===== src/rtl/wb_regfile_scoreboard_pkg.sv =====
// Shared definitions for the MEM/WB -> ID boundary: widths, register-address
// and data typedefs, and pending-counter limits used by the register file
// scoreboard and by the neighbouring pipeline stages.
package wb_regfile_scoreboard_pkg;

  localparam int DATA_W   = 16;
  localparam int ADDR_W   = 3;
  localparam int PEND_W   = 2;
  localparam int NUM_REGS = 2 ** ADDR_W;

  typedef logic [ADDR_W-1:0] reg_addr_t;
  typedef logic [DATA_W-1:0] data_t;
  typedef logic [PEND_W-1:0] pend_cnt_t;

  localparam reg_addr_t REG_ZERO = '0;
  localparam pend_cnt_t PEND_MAX = '1;

endpackage


===== src/rtl/wb_pend_counter.sv =====
// Pending-write counter for one architectural register.
// Ports:
//   clk_i, rst_i   clock, asynchronous active-high reset
//   inc_i          an instruction writing this register issued this cycle
//   dec_i          a write-back to this register lands this cycle
//   cnt_o          registered pending count
//   cnt_next_o     count that will be loaded at the next edge
// Simultaneous inc and dec cancel out. The count never wraps in either
// direction: a decrement at zero or an increment at the maximum holds.
module wb_pend_counter
  import wb_regfile_scoreboard_pkg::*;
(
  input  logic      clk_i,
  input  logic      rst_i,
  input  logic      inc_i,
  input  logic      dec_i,
  output pend_cnt_t cnt_o,
  output pend_cnt_t cnt_next_o
);

  pend_cnt_t cnt_q;
  pend_cnt_t cnt_d;

  always_comb begin
    cnt_d = cnt_q;
    if (inc_i && !dec_i && (cnt_q != PEND_MAX)) begin
      cnt_d = cnt_q + pend_cnt_t'(1);
    end else if (dec_i && !inc_i && (cnt_q != '0)) begin
      cnt_d = cnt_q - pend_cnt_t'(1);
    end
  end

  always_ff @(posedge clk_i or posedge rst_i) begin
    if (rst_i) begin
      cnt_q <= '0;
    end else begin
      cnt_q <= cnt_d;
    end
  end

  assign cnt_o      = cnt_q;
  assign cnt_next_o = cnt_d;

endmodule


===== src/rtl/wb_regfile_scoreboard.sv =====
// Write-back consumer: selects write-back data, commits it to an 8 x 16-bit
// register file (r0 hardwired to zero), serves two decode read ports with
// write-first bypass, and tracks in-flight writes per register to stall
// decode on read-after-write hazards or counter exhaustion.
// Ports:
//   clk, rst                         clock, asynchronous active-high reset
//   wb_memtoreg/readdata/aluresult   write-back data select and sources
//   wb_writereg, wb_regwrite         write-back destination and enable
//   rd_addr_a/b -> rd_data_a/b       combinational decode reads
//   iss_valid/regwrite/dest          instruction issue from decode
//   wb_data                          selected write-back value
//   stall                            decode must hold; issue not accepted
//   pend_any                         registered: any write still in flight
// Handshake: an issue is accepted in a cycle exactly when iss_valid=1 and
// stall=0; stall depends combinationally on this cycle's inputs, so decode
// simply holds its instruction while stall is high.
module wb_regfile_scoreboard
  import wb_regfile_scoreboard_pkg::*;
(
  input  logic      clk,
  input  logic      rst,
  input  logic      wb_memtoreg,
  input  data_t     wb_readdata,
  input  data_t     wb_aluresult,
  input  reg_addr_t wb_writereg,
  input  logic      wb_regwrite,
  input  reg_addr_t rd_addr_a,
  input  reg_addr_t rd_addr_b,
  input  logic      iss_valid,
  input  logic      iss_regwrite,
  input  reg_addr_t iss_dest,
  output data_t     rd_data_a,
  output data_t     rd_data_b,
  output data_t     wb_data,
  output logic      stall,
  output logic      pend_any
);

  data_t regs_q [NUM_REGS];
  logic [NUM_REGS-1:0][PEND_W-1:0] cnt;
  logic [NUM_REGS-1:0][PEND_W-1:0] cnt_next;
  logic [NUM_REGS-1:0] w_vec;
  logic [NUM_REGS-1:0] i_vec;
  logic pend_any_q;
  logic pend_a, pend_b, dest_full;

  assign wb_data = wb_memtoreg ? wb_readdata : wb_aluresult;

  // Per-register write-back and accepted-issue events; r0 never has either.
  always_comb begin
    w_vec = '0;
    i_vec = '0;
    for (int r = 1; r < NUM_REGS; r++) begin
      w_vec[r] = wb_regwrite && (wb_writereg == reg_addr_t'(r));
      i_vec[r] = iss_valid && !stall && iss_regwrite && (iss_dest == reg_addr_t'(r));
    end
  end

  always_ff @(posedge clk or posedge rst) begin
    if (rst) begin
      for (int r = 0; r < NUM_REGS; r++) regs_q[r] <= '0;
    end else if (wb_regwrite && (wb_writereg != REG_ZERO)) begin
      regs_q[wb_writereg] <= wb_data;
    end
  end

  always_comb begin
    rd_data_a = '0;
    if (rd_addr_a != REG_ZERO) begin
      rd_data_a = w_vec[rd_addr_a] ? wb_data : regs_q[rd_addr_a];
    end
    rd_data_b = '0;
    if (rd_addr_b != REG_ZERO) begin
      rd_data_b = w_vec[rd_addr_b] ? wb_data : regs_q[rd_addr_b];
    end
  end

  // A write-back landing this cycle is covered by the bypass, so it removes
  // one pending write from the hazard view before the counter catches up.
  always_comb begin
    pend_a = (rd_addr_a != REG_ZERO) &&
             (cnt[rd_addr_a] > (w_vec[rd_addr_a] ? pend_cnt_t'(1) : pend_cnt_t'(0)));
    pend_b = (rd_addr_b != REG_ZERO) &&
             (cnt[rd_addr_b] > (w_vec[rd_addr_b] ? pend_cnt_t'(1) : pend_cnt_t'(0)));
    dest_full = iss_regwrite && (iss_dest != REG_ZERO) &&
                (cnt[iss_dest] == PEND_MAX) && !w_vec[iss_dest];
    stall = iss_valid && (pend_a || pend_b || dest_full);
  end

  assign cnt[0]      = '0;
  assign cnt_next[0] = '0;

  for (genvar g = 1; g < NUM_REGS; g++) begin : g_pend
    wb_pend_counter u_cnt (
      .clk_i      (clk),
      .rst_i      (rst),
      .inc_i      (i_vec[g]),
      .dec_i      (w_vec[g]),
      .cnt_o      (cnt[g]),
      .cnt_next_o (cnt_next[g])
    );
  end

  always_ff @(posedge clk or posedge rst) begin
    if (rst) begin
      pend_any_q <= 1'b0;
    end else begin
      pend_any_q <= |cnt_next;
    end
  end

  assign pend_any = pend_any_q;

endmodule


===== config.mk =====
export PLATFORM = sky130hd
export DESIGN_NAME = wb_regfile_scoreboard
export DESIGN_NICKNAME = d
export VERILOG_FILES = /design/src/rtl/wb_regfile_scoreboard_pkg.sv /design/src/rtl/wb_pend_counter.sv /design/src/rtl/wb_regfile_scoreboard.sv
export SDC_FILE = /design/constraint.sdc
export NUM_CORES = 1
export LEC_CHECK = 0
export ABC_AREA = 1
export BUFFER_PORTS_ARGS = -buffer_cell sky130_fd_sc_hd__clkbuf_2
export CAP_MARGIN = 20
export CORE_MARGIN = 8
export CORE_UTILIZATION = 64
export DETAILED_ROUTE_END_ITERATION = 7
export PLACE_DENSITY = 0.95
export SLEW_MARGIN = 20
export SYNTH_ARGS = -nofsm -noshare
export SYNTH_HDL_FRONTEND = slang
export SYNTH_SLANG_ARGS = --single-unit

===== constraint.sdc =====
create_clock -name clk -period 9.5 [get_ports clk]
set_clock_uncertainty 0.2 [all_clocks]
set_input_delay 2.85 -clock clk [delete_from_list [all_inputs] [get_ports clk]]
set_output_delay 2.85 -clock clk [all_outputs]
set_load 0.01 [all_outputs]

==> impl_metrics.tcl, run 1 <==
set metrics [dict create \
    maxCapViolations 0 \
    num_rows 43 \
    grt_pass1_vias 9451 \
    synth_area_per_cell_um2 6.97 \
    start_kind "primary input" \
    netlist_instances 1307 \
    wl_per_cell_um 20.0 \
    cts_made_buffers 17 \
    vias_per_cell 6.49 \
    status "complete, no violations" \
    pre_cts_slack_ns 1.01 \
    num_vias 9989 \
    synth_top_area_share_pct 39.3 \
    max_slew_margin_pct 34.2 \
    multi_input_area_mm2 0.00468 \
    period_minus_slack_ns 8.58 \
    setup_viol 0 \
    hold_buffers 0 \
    crit_path_end_kind "output pin" \
    final_hold_viol_count 0 \
    grt_max_degree 126 \
    crit_slowest_cell "clkbuf_2" \
    min_from "regs_q[119]" \
    critPathRequiredTime_ns 6.45 \
    final_antenna_net_count 0 \
    synth_flop_cell "dfrtp_1" \
    yosys.area.top_type "dfrtp_1" \
    ys_seq_area_share_pct 39.3 \
    dp_hpwl_um 19200 \
    grt_usage_pct 33.3 \
    vdd_drop_max_uv 137 \
    start_util_pct 65.7 \
    firstDrtPassIters 6 \
    synth_most_common_cell "nand2_1" \
    cts.path.max_buffers 2 \
    yosysWarnings 0 \
    cts_tree "yes" \
    cellPowerDensity_mw_per_mm2 212 \
    rsz0062_at_grt "false" \
    synth_edf_count 0 \
    post_cts_buffers 0 \
    routed_wl_um 30800 \
    finalHoldWorstSlack_ns 0.206 \
    worst_slack_ns 0.922 \
    io_buffers 99 \
    grt_pass1_wl_um 48000 \
    tightest_slew_ns 0.987 \
    syn-cell-area_mm2 0.00911 \
    clkSinkCount 143 \
    cp_cell_sequence "clkbuf_2 > inv_2 > nor2_2 > buf_4 > a221oi_1 > a32o_1 > ha_1 > or2_2 > nand3_1 > nand2_1 > nand2_1 > nor2b_4 > nor2_1 > clkbuf_2" \
    io_pins 100 \
    slowest_delay_ns 0.51 \
    drt-initial-drc-count 1534 \
    synth.ff_latch_count 143 \
    coreArea_mm2 0.0139 \
    path_clk_slew_ns 0.06 \
    gp_congestion 0.979 \
    criticalPathCategory "in -> out" \
    route.detailed.drc 0 \
    fin_setup_tns_ns 0 \
    layout-drive-gt1-share_pct 14.3 \
    final_util_pct 73.8 \
    critPathArrivalTime_ns 5.53 \
    die-area_mm2 0.0183 \
    leakagePower_nw 4.97 \
    clk_latency_ns 0.44 \
    area_delta_synth_final_pct 12.4 \
    crit_start "rd_addr_a[0]" \
    syn_nets 1373 \
    grt_antenna_before_repair 0 \
    synth_cell_types 37 \
    cts_root_buf "clkbuf_16" \
    path_max_fanout 31 \
    synth_common_cells "348 x nand2_1, 232 x o21ai_0, 143 x dfrtp_1" \
    fin_nets 1413 \
    drv_slew 0 \
    hold_path_class "reg -> reg" \
    crit-reg2reg-launch "g_pend[3].u_cnt.cnt_o[0]" \
    fin_crit_sh_pct 90.3 \
    max_freq_mhz 117 \
    gr-total-overflow 0 \
    antennaDiodeCount 0 \
    cts_resized 0 \
    dieHeight_um 135 \
    async_reset_ff_share_pct 100 \
    die_w_um 135 \
    seqCellArea_mm2 0.00358 \
    nFillCells 1044 \
    synth_area_leaders "dfrtp_1 39%, nand2_1 14%, o21ai_0 13%" \
    h-tree-depth 4 \
]
-- path summary, 6_finish.rpt --
| kind | end | slack [ns] | cells after the start |
|---|---|---|---|
| worst max register to register | pend_any | 6.13 | 18 |
| max in group asynchronous | regs_q[110] | 5.40 | 3 |
| min in group asynchronous | regs_q[38] | 2.29 | 2 |
| worst min register to register | regs_q[119] | 0.21 | 0 |
| worst min-delay path | regs_q[119] | 0.21 | 0 |
| worst max-delay path | stall | 0.92 | 14 |
-- kinds of logic (layout without fill, tap and decap cells) --
family | Yosys count | in the layout | synth area share [%]
adder cells (fa/ha/maj) | 16 | 16 | 2.20
multiplexers | 16 | 16 | 1.98
AND/OR/NAND/NOR | 514 | 514 | 23.6
AO/OA/AOI/OAI | 394 | 394 | 23.5
buffers and inverters | 224 | 277 | 9.44
flip-flops | 143 | 143 | 39.3
-- flip-flops by register name, indices dropped and copies added (netlist names) --
signal and flops:
g_pend.u_cnt.cnt_o 14, pend_any 1, regs_q 128
-- layout make-up --
cell class / count / area share, %
timing repair buffer: 119 / 6.56
sequential: 143 / 34.9
clock inverter: 12 / 1.56
multi-input combinational: 940 / 45.7
inverter: 126 / 4.67
clock buffer: 20 / 4.36
tap: 180 / 2.20
-- layer usage --
layer  part of all wire, %  GRT usage (%)  wire (um)  vias to the layer above
met5                     0              0          0                        -
met1                    35           40.7      10900                     4489
met4                   6.2           20.5       1910                        0
met2                    44           51.1      13600                      880
li1                      -              -          -                     4410
met3                    14           9.72       4410                      210
-- worst max-delay path, delay by kind of cell --
kind	cells	cell delay (ns)
AOI/OAI and AO/OA	2	0.34
and+or+nand+nor	7	0.93
buffers and inverters	4	1.12
adders and majority gates	1	0.28
-- stage by stage --
stage          area [um2]  power, mW  cells
2_1_floorplan        9110       1.24   1307
3_3_place_gp         9600       1.42   1507
3_5_place_dp         9600       1.45   1507
4_1_cts             10200       2.15   1539
5_1_grt             10200       2.27   1540
6_report            10200       2.17   1540
-- where the power goes --
part | internal [mW] | leakage [nW] | switching (mW)
Clock | 0.421 | 0.283 | 0.276
Sequential | 0.739 | 1.77 | 0.112
Combinational | 0.208 | 2.91 | 0.419
Total | 1.37 | 4.97 | 0.806
-- cell usage in the layout, fill, tap and decap left out, types with 2 or more instances in the layout --
| cell | instances |
|---|---|
| a21oi_1 | 104 |
| a221oi_1 | 3 |
| a31oi_1 | 16 |
| buf_4 | 19 |
| bufinv_16 | 3 |
| clkbuf_1 | 2 |
| clkbuf_16 | 17 |
| clkbuf_2 | 98 |
| clkinv_1 | 3 |
| clkinv_4 | 2 |
| clkinvlp_4 | 4 |
| dfrtp_1 | 143 |
| ha_1 | 16 |
| inv_1 | 114 |
| inv_2 | 8 |
| inv_6 | 3 |
| mux2_2 | 16 |
| nand2_1 | 348 |
| nand2_2 | 4 |
| nand3_1 | 46 |
| nand3b_1 | 6 |
| nand4_1 | 8 |
| nand4_2 | 5 |
| nor2_1 | 82 |
| nor2_2 | 4 |
| nor2_4 | 3 |
| nor3_1 | 3 |
| o2111ai_1 | 31 |
| o211ai_1 | 2 |
| o21ai_0 | 232 |
| or2_2 | 2 |
(Power assumes the default switching activity.)
==> run 2, diff against run 1 <==
ABC_CLOCK_PERIOD_IN_PS = 9500   (was default)
CORE_ASPECT_RATIO = 1.5   (was default)
CTS_CLUSTER_SIZE = 20   (was default)
==> impl_metrics.tcl, run 2 (same netlist as run 1, synthesis figures left out) <==
set metrics [dict create \
    status "complete, but fails checks" \
    violations "design-rule violations" \
    drt-initial-drc-count 1572 \
    dieHeight_um 162 \
    clkPwrFrac_pct 31.1 \
    reg2reg_slack_ns 6.18 \
    pre_cts_slack_ns 0.977 \
    leakagePower_nw 4.98 \
    power_frac_comb_pct 29.3 \
    setup_viol 0 \
    path_clk_slew_ns 0.06 \
    gp_congestion 1.04 \
    p_seq_share_pct 39.6 \
    antennaDiodeCount 0 \
    p_sw_share_pct 38.1 \
    clkSinkCount 143 \
    fin_setup_tns_ns 0 \
    critPathRequiredTime_ns 6.45 \
    post_cts_buffers 0 \
    routed_wl_um 31800 \
    largest_reg_flops 128 \
    hold_buffers 0 \
    hold_path_class "reg -> reg" \
    switchingPower_uw 821 \
    clk_latency_ns 0.42 \
    start_util_pct 65.1 \
    io_pins 100 \
    period_minus_slack_ns 8.67 \
    criticalPathCategory "in -> out" \
    top_register "regs_q" \
    nFillCells 1019 \
    final_hold_viol_count 0 \
    h-tree-depth 4 \
    tightest_slew_ns 0.987 \
    multi_input_area_mm2 0.00468 \
    die_w_um 113 \
    critPathArrivalTime_ns 5.62 \
    grt_usage_pct 35.0 \
    p_int_mw 1.33 \
    fin_crit_sh_pct 91.2 \
    final_cell_mix "348 x nand2_1, 232 x o21ai_0, 143 x dfrtp_1, 116 x inv_1, 104 x a21oi_1" \
    max_freq_mhz 115 \
    grt_antenna_before_repair 0 \
    cts_resized 0 \
    final_common_cell "nand2_1" \
    io_buffers 99 \
    die-area_mm2 0.0184 \
    seqCellArea_mm2 0.00358 \
    dp_hpwl_um 20700 \
    cts_root_buf "clkbuf_16" \
    worst_slack_ns 0.833 \
    cts_tree "yes" \
    rsz0062_at_grt "false" \
    wl_per_cell_um 20.5 \
    fin_nets 1415 \
    layout-drive-gt1-share_pct 14.5 \
    drv_slew 0 \
    num_vias 10006 \
    cts.path.max_buffers 2 \
    gr-total-overflow 0 \
    grt_pass1_vias 9638 \
    firstDrtPassIters 8 \
    cts_made_buffers 17 \
    cellPowerDensity_mw_per_mm2 210 \
    max_slew_margin_pct 34.1 \
    num_rows 53 \
    coreArea_mm2 0.0140 \
    vias_per_cell 6.44 \
    vdd_drop_max_uv 130 \
    final_antenna_net_count 0 \
    grt_max_degree 80 \
    route.detailed.drc 17 \
    grt_pass1_wl_um 50400 \
    area_delta_synth_final_pct 12.3 \
    path_max_fanout 22 \
    maxCapViolations 0 \
    start_kind "primary input" \
    crit_path_end_kind "output pin" \
]
[run 2: cell types whose count changed in the layout (fill, tap and decap cells not counted), moves of 2 or more]
cell        previous run  this run
clkbuf_8               1         3
inv_6                  3         6
buf_4                 19        22
clkbuf_1               2         0
clkinv_4               2         4
clkinvlp_4             4         2
inv_1                114       116
bufinv_16              3         1
[run 2: final timing paths]
path,startpoint,cells after the start,endpoint
worst max-delay path,rd_addr_b[2],12,stall
worst min-delay path,regs_q[122],0,regs_q[122]
worst max register to register,g_pend[1].u_cnt.cnt_o[0],17,pend_any
worst min register to register,regs_q[122],0,regs_q[122]
max in group asynchronous,rst,3,regs_q[10]
min in group asynchronous,rst,2,regs_q[84]
[run 2: per-stage QoR]
stage	hold WS [ns]	util, %	cells	cell area [um2]	total power [mW]
finish	0.211	73.2	1554	10200	2.15
global route	0.217	73.2	1554	10200	2.26
CTS	0.206	73.1	1553	10200	2.13
detailed placement	0.192	68.8	1521	9630	1.46
global placement	0.187	68.8	1521	9630	1.44
floorplan	0.251	-	1307	9110	1.24
[run 2: power by group through the flow]
stage	Sequential, mW	Combinational [mW]	Clock (mW)
floorplan	0.811	0.430	0
global placement	0.851	0.584	0
detailed placement	0.853	0.603	0
CTS	0.847	0.614	0.666
global route	0.860	0.703	0.693
finish	0.853	0.630	0.671
[run 2: layout make-up]
class | instances | area share (%)
clock buffer | 20 | 4.56
clock inverter | 12 | 1.21
inverter | 126 | 4.67
multi-input combinational | 940 | 45.7
sequential | 143 | 35.0
tap | 192 | 2.35
timing repair buffer | 121 | 6.55
[run 2: metal layers]
layer / global-route usage (%) / up-vias / part of all wire (%)
li1: - / 4413 / -
met3: 8.10 / 241 / 12
met5: 0 / - / 0
met2: 56.0 / 868 / 46
met1: 40.9 / 4484 / 35
met4: 24.1 / 0 / 7.7
[run 2: critical path, cell delays in order]
cell and delay, ns:
clkbuf_2 0.32, inv_1 0.65, nand3_1 0.20, nand2_2 0.36, ha_1 0.31, or2_2 0.29
nand3_1 0.08, nand2_1 0.06, nand2_1 0.15, nor2b_4 0.11, nor2_1 0.10, clkbuf_2 0.14
==> run 3, diff against run 2 <==
ABC_AREA = default   (was 1)
CTS_CLUSTER_SIZE = default   (was 20)
==> impl_metrics.tcl, run 3 <==
set metrics [dict create \
    drv_slew 0 \
    grt_pass1_vias 8414 \
    vdd_drop_max_uv 145 \
    dp_hpwl_um 16600 \
    synth_flop_cell "dfrtp_1" \
    leakagePower_nw 4.51 \
    min_path_cells 0 \
    cts_root_buf "clkbuf_16" \
    coreArea_mm2 0.0135 \
    crit_start "wb_writereg[2]" \
    top_register "regs_q" \
    gp_congestion 0.909 \
    synth_most_common_cell "dfrtp_1" \
    max_freq_mhz 115 \
    critPathArrivalTime_ns 5.64 \
    area_delta_synth_final_pct 12.9 \
    firstDrtPassIters 8 \
    maxCapViolations 0 \
    dpl_cell_area_mm2 0.00939 \
    yosys.area.top_type "dfrtp_1" \
    fin_setup_tns_ns 0 \
    rsz0062_at_grt "false" \
    grt_antenna_before_repair 0 \
    clkSinkCount 143 \
    hold_buffers 0 \
    final_cell_area_mm2 0.00998 \
    rr_worst_depth 13 \
    netlist_instances 866 \
    seqCellArea_mm2 0.00358 \
    critPathRequiredTime_ns 6.45 \
    worstReg2RegEnd "pend_any" \
    nFillCells 824 \
    grt_pass1_wl_um 45000 \
    ys_seq_area_share_pct 40.5 \
    routed_wl_um 27900 \
    final_cell_mix "143 x dfrtp_1, 99 x nand2_1, 99 x clkbuf_2, 92 x o21ai_0, 69 x mux4_2" \
    crit_path_end_kind "output pin" \
    status "complete, no violations" \
    synth_compound_area_share_pct 16.0 \
    cts_made_buffers 17 \
    h-tree-depth 4 \
    synthMuxAreaShare_pct 21.9 \
    final_util_pct 73.8 \
    yosysWarnings 0 \
    io_buffers 99 \
    cellPowerDensity_mw_per_mm2 227 \
    crit_path_end "stall" \
    largest_reg_flops 128 \
    path_clk_slew_ns 0.06 \
    yosys.area_share.simple_pct 13.3 \
    drt-initial-drc-count 887 \
    grt_max_degree 86 \
    reg2reg_slack_ns 5.39 \
    start_kind "primary input" \
    hold_path_class "reg -> reg" \
    final_hold_viol_count 0 \
    start_util_pct 65.3 \
    synth.ff_latch_count 143 \
    synthAdderAreaFrac_pct 2.26 \
    synth_edf_count 0 \
    route.detailed.drc 0 \
    io_pins 100 \
    synth_top_area_share_pct 40.5 \
    dieHeight_um 160 \
    die-area_mm2 0.0179 \
    min_from "regs_q[122]" \
    crit-reg2reg-launch "g_pend[3].u_cnt.cnt_o[0]" \
    antennaDiodeCount 0 \
    synth_xor_area_share_pct 0.891 \
    multi_input_area_mm2 0.00482 \
    fin_nets 991 \
    synth_cell_types 66 \
    cts.path.max_buffers 2 \
    synth_area_per_cell_um2 10.2 \
    num_vias 7990 \
    num_rows 52 \
    die_w_um 112 \
    path_max_fanout 25 \
    grt_usage_pct 32.1 \
    tightest_slew_ns 0.885 \
    vias_per_cell 7.26 \
    async_reset_ff_share_pct 100 \
    criticalPathCategory "in -> out" \
    period_minus_slack_ns 8.69 \
    final_common_cell "dfrtp_1" \
    fin_crit_sh_pct 91.5 \
    clk_latency_ns 0.43 \
    synth_top_family_by_area "multiplexers" \
    final_antenna_net_count 0 \
    syn_nets 932 \
    cts_resized 0 \
    cts_tree "yes" \
    setup_viol 0 \
    syn-cell-area_mm2 0.00884 \
    wl_per_cell_um 25.3 \
    synth_common_cells "143 x dfrtp_1, 99 x nand2_1, 92 x o21ai_0" \
    post_cts_buffers 0 \
    gr-total-overflow 0 \
    max_slew_margin_pct 39.3 \
    synth_area_leaders "dfrtp_1 40%, mux4_2 18%, o21ai_0 5.2%" \
    layout-drive-gt1-share_pct 25.5 \
]
## run 3: cell types whose count changed in the layout (fill, tap and decap cells not counted), moves of 11 or more
cell	previous run	this run
mux2i_1	0	36
nor2b_1	0	23
nand2_1	348	99
nor2_1	82	65
o2111ai_1	31	0
inv_1	116	36
o21ai_0	232	92
a211oi_1	0	52
nand3_1	46	9
a21oi_1	104	42
a31oi_1	16	5
mux2_2	16	1
mux4_2	0	69
## run 3: kinds of logic after synthesis
kind of cell               Yosys count
buffers and inverters              116
xor gates and xnor gates             9
and+or+nand+nor                    247
adders and majority gates           16
AOI/OAI and AO/OA                  228
DFF                                143
muxes                              107
## run 3: report_power, final
part           leakage [nW]  switching (mW)  internal (mW)  total [mW]
Clock                 0.287           0.273          0.402       0.675
Sequential             1.77           0.154          0.735       0.889
Combinational          2.46           0.380          0.319       0.699
## run 3: routing by layer
layer | vias up | GRT usage, % | routed length, um
met4 | 0 | 23.9 | 1600
met5 | - | 0 | 0
met1 | 3896 | 36.0 | 9340
met2 | 653 | 51.8 | 14000
met3 | 143 | 8.38 | 2910
li1 | 3298 | - | -
## run 3: worst min-delay path by stage
stage / to
final: regs_q[122]
after global routing: regs_q[123]
after CTS: regs_q[115]
after detailed placement: regs_q[115]
after global placement: regs_q[120]
after floorplan: regs_q[112]
## run 3: stage by stage
step | hold WS (ns) | setup slack [ns] | instances | power [mW]
after global placement | 0.177 | 0.896 | 1068 | 1.50
after CTS | 0.200 | 0.847 | 1100 | 2.24
after floorplan | 0.241 | 0.648 | 866 | 1.33
after detailed placement | 0.184 | 0.843 | 1068 | 1.54
final | 0.199 | 0.808 | 1100 | 2.26
after global routing | 0.210 | 0.574 | 1100 | 2.36
## run 3: worst max-delay path, stage by stage
cell and delay [ns]:
clkbuf_2 0.17, nand2_1 0.13, nor3_1 0.52, a22oi_1 0.14
o32a_1 0.22, inv_1 0.06, ha_1 0.22, nor2_1 0.18
o21ai_0 0.10, a221oi_1 0.49, a211oi_4 0.04, buf_4 0.24
nor2b_1 0.13, clkbuf_2 0.14
## run 3: final cells by class
class | count | area share [%]
repair buffers | 119 | 6.50
well taps | 162 | 2.03
flip-flops and latches | 143 | 35.8
clock buffers | 20 | 4.57
multi-input cells | 607 | 48.3
inverters | 37 | 1.44
clock inverters | 12 | 1.34
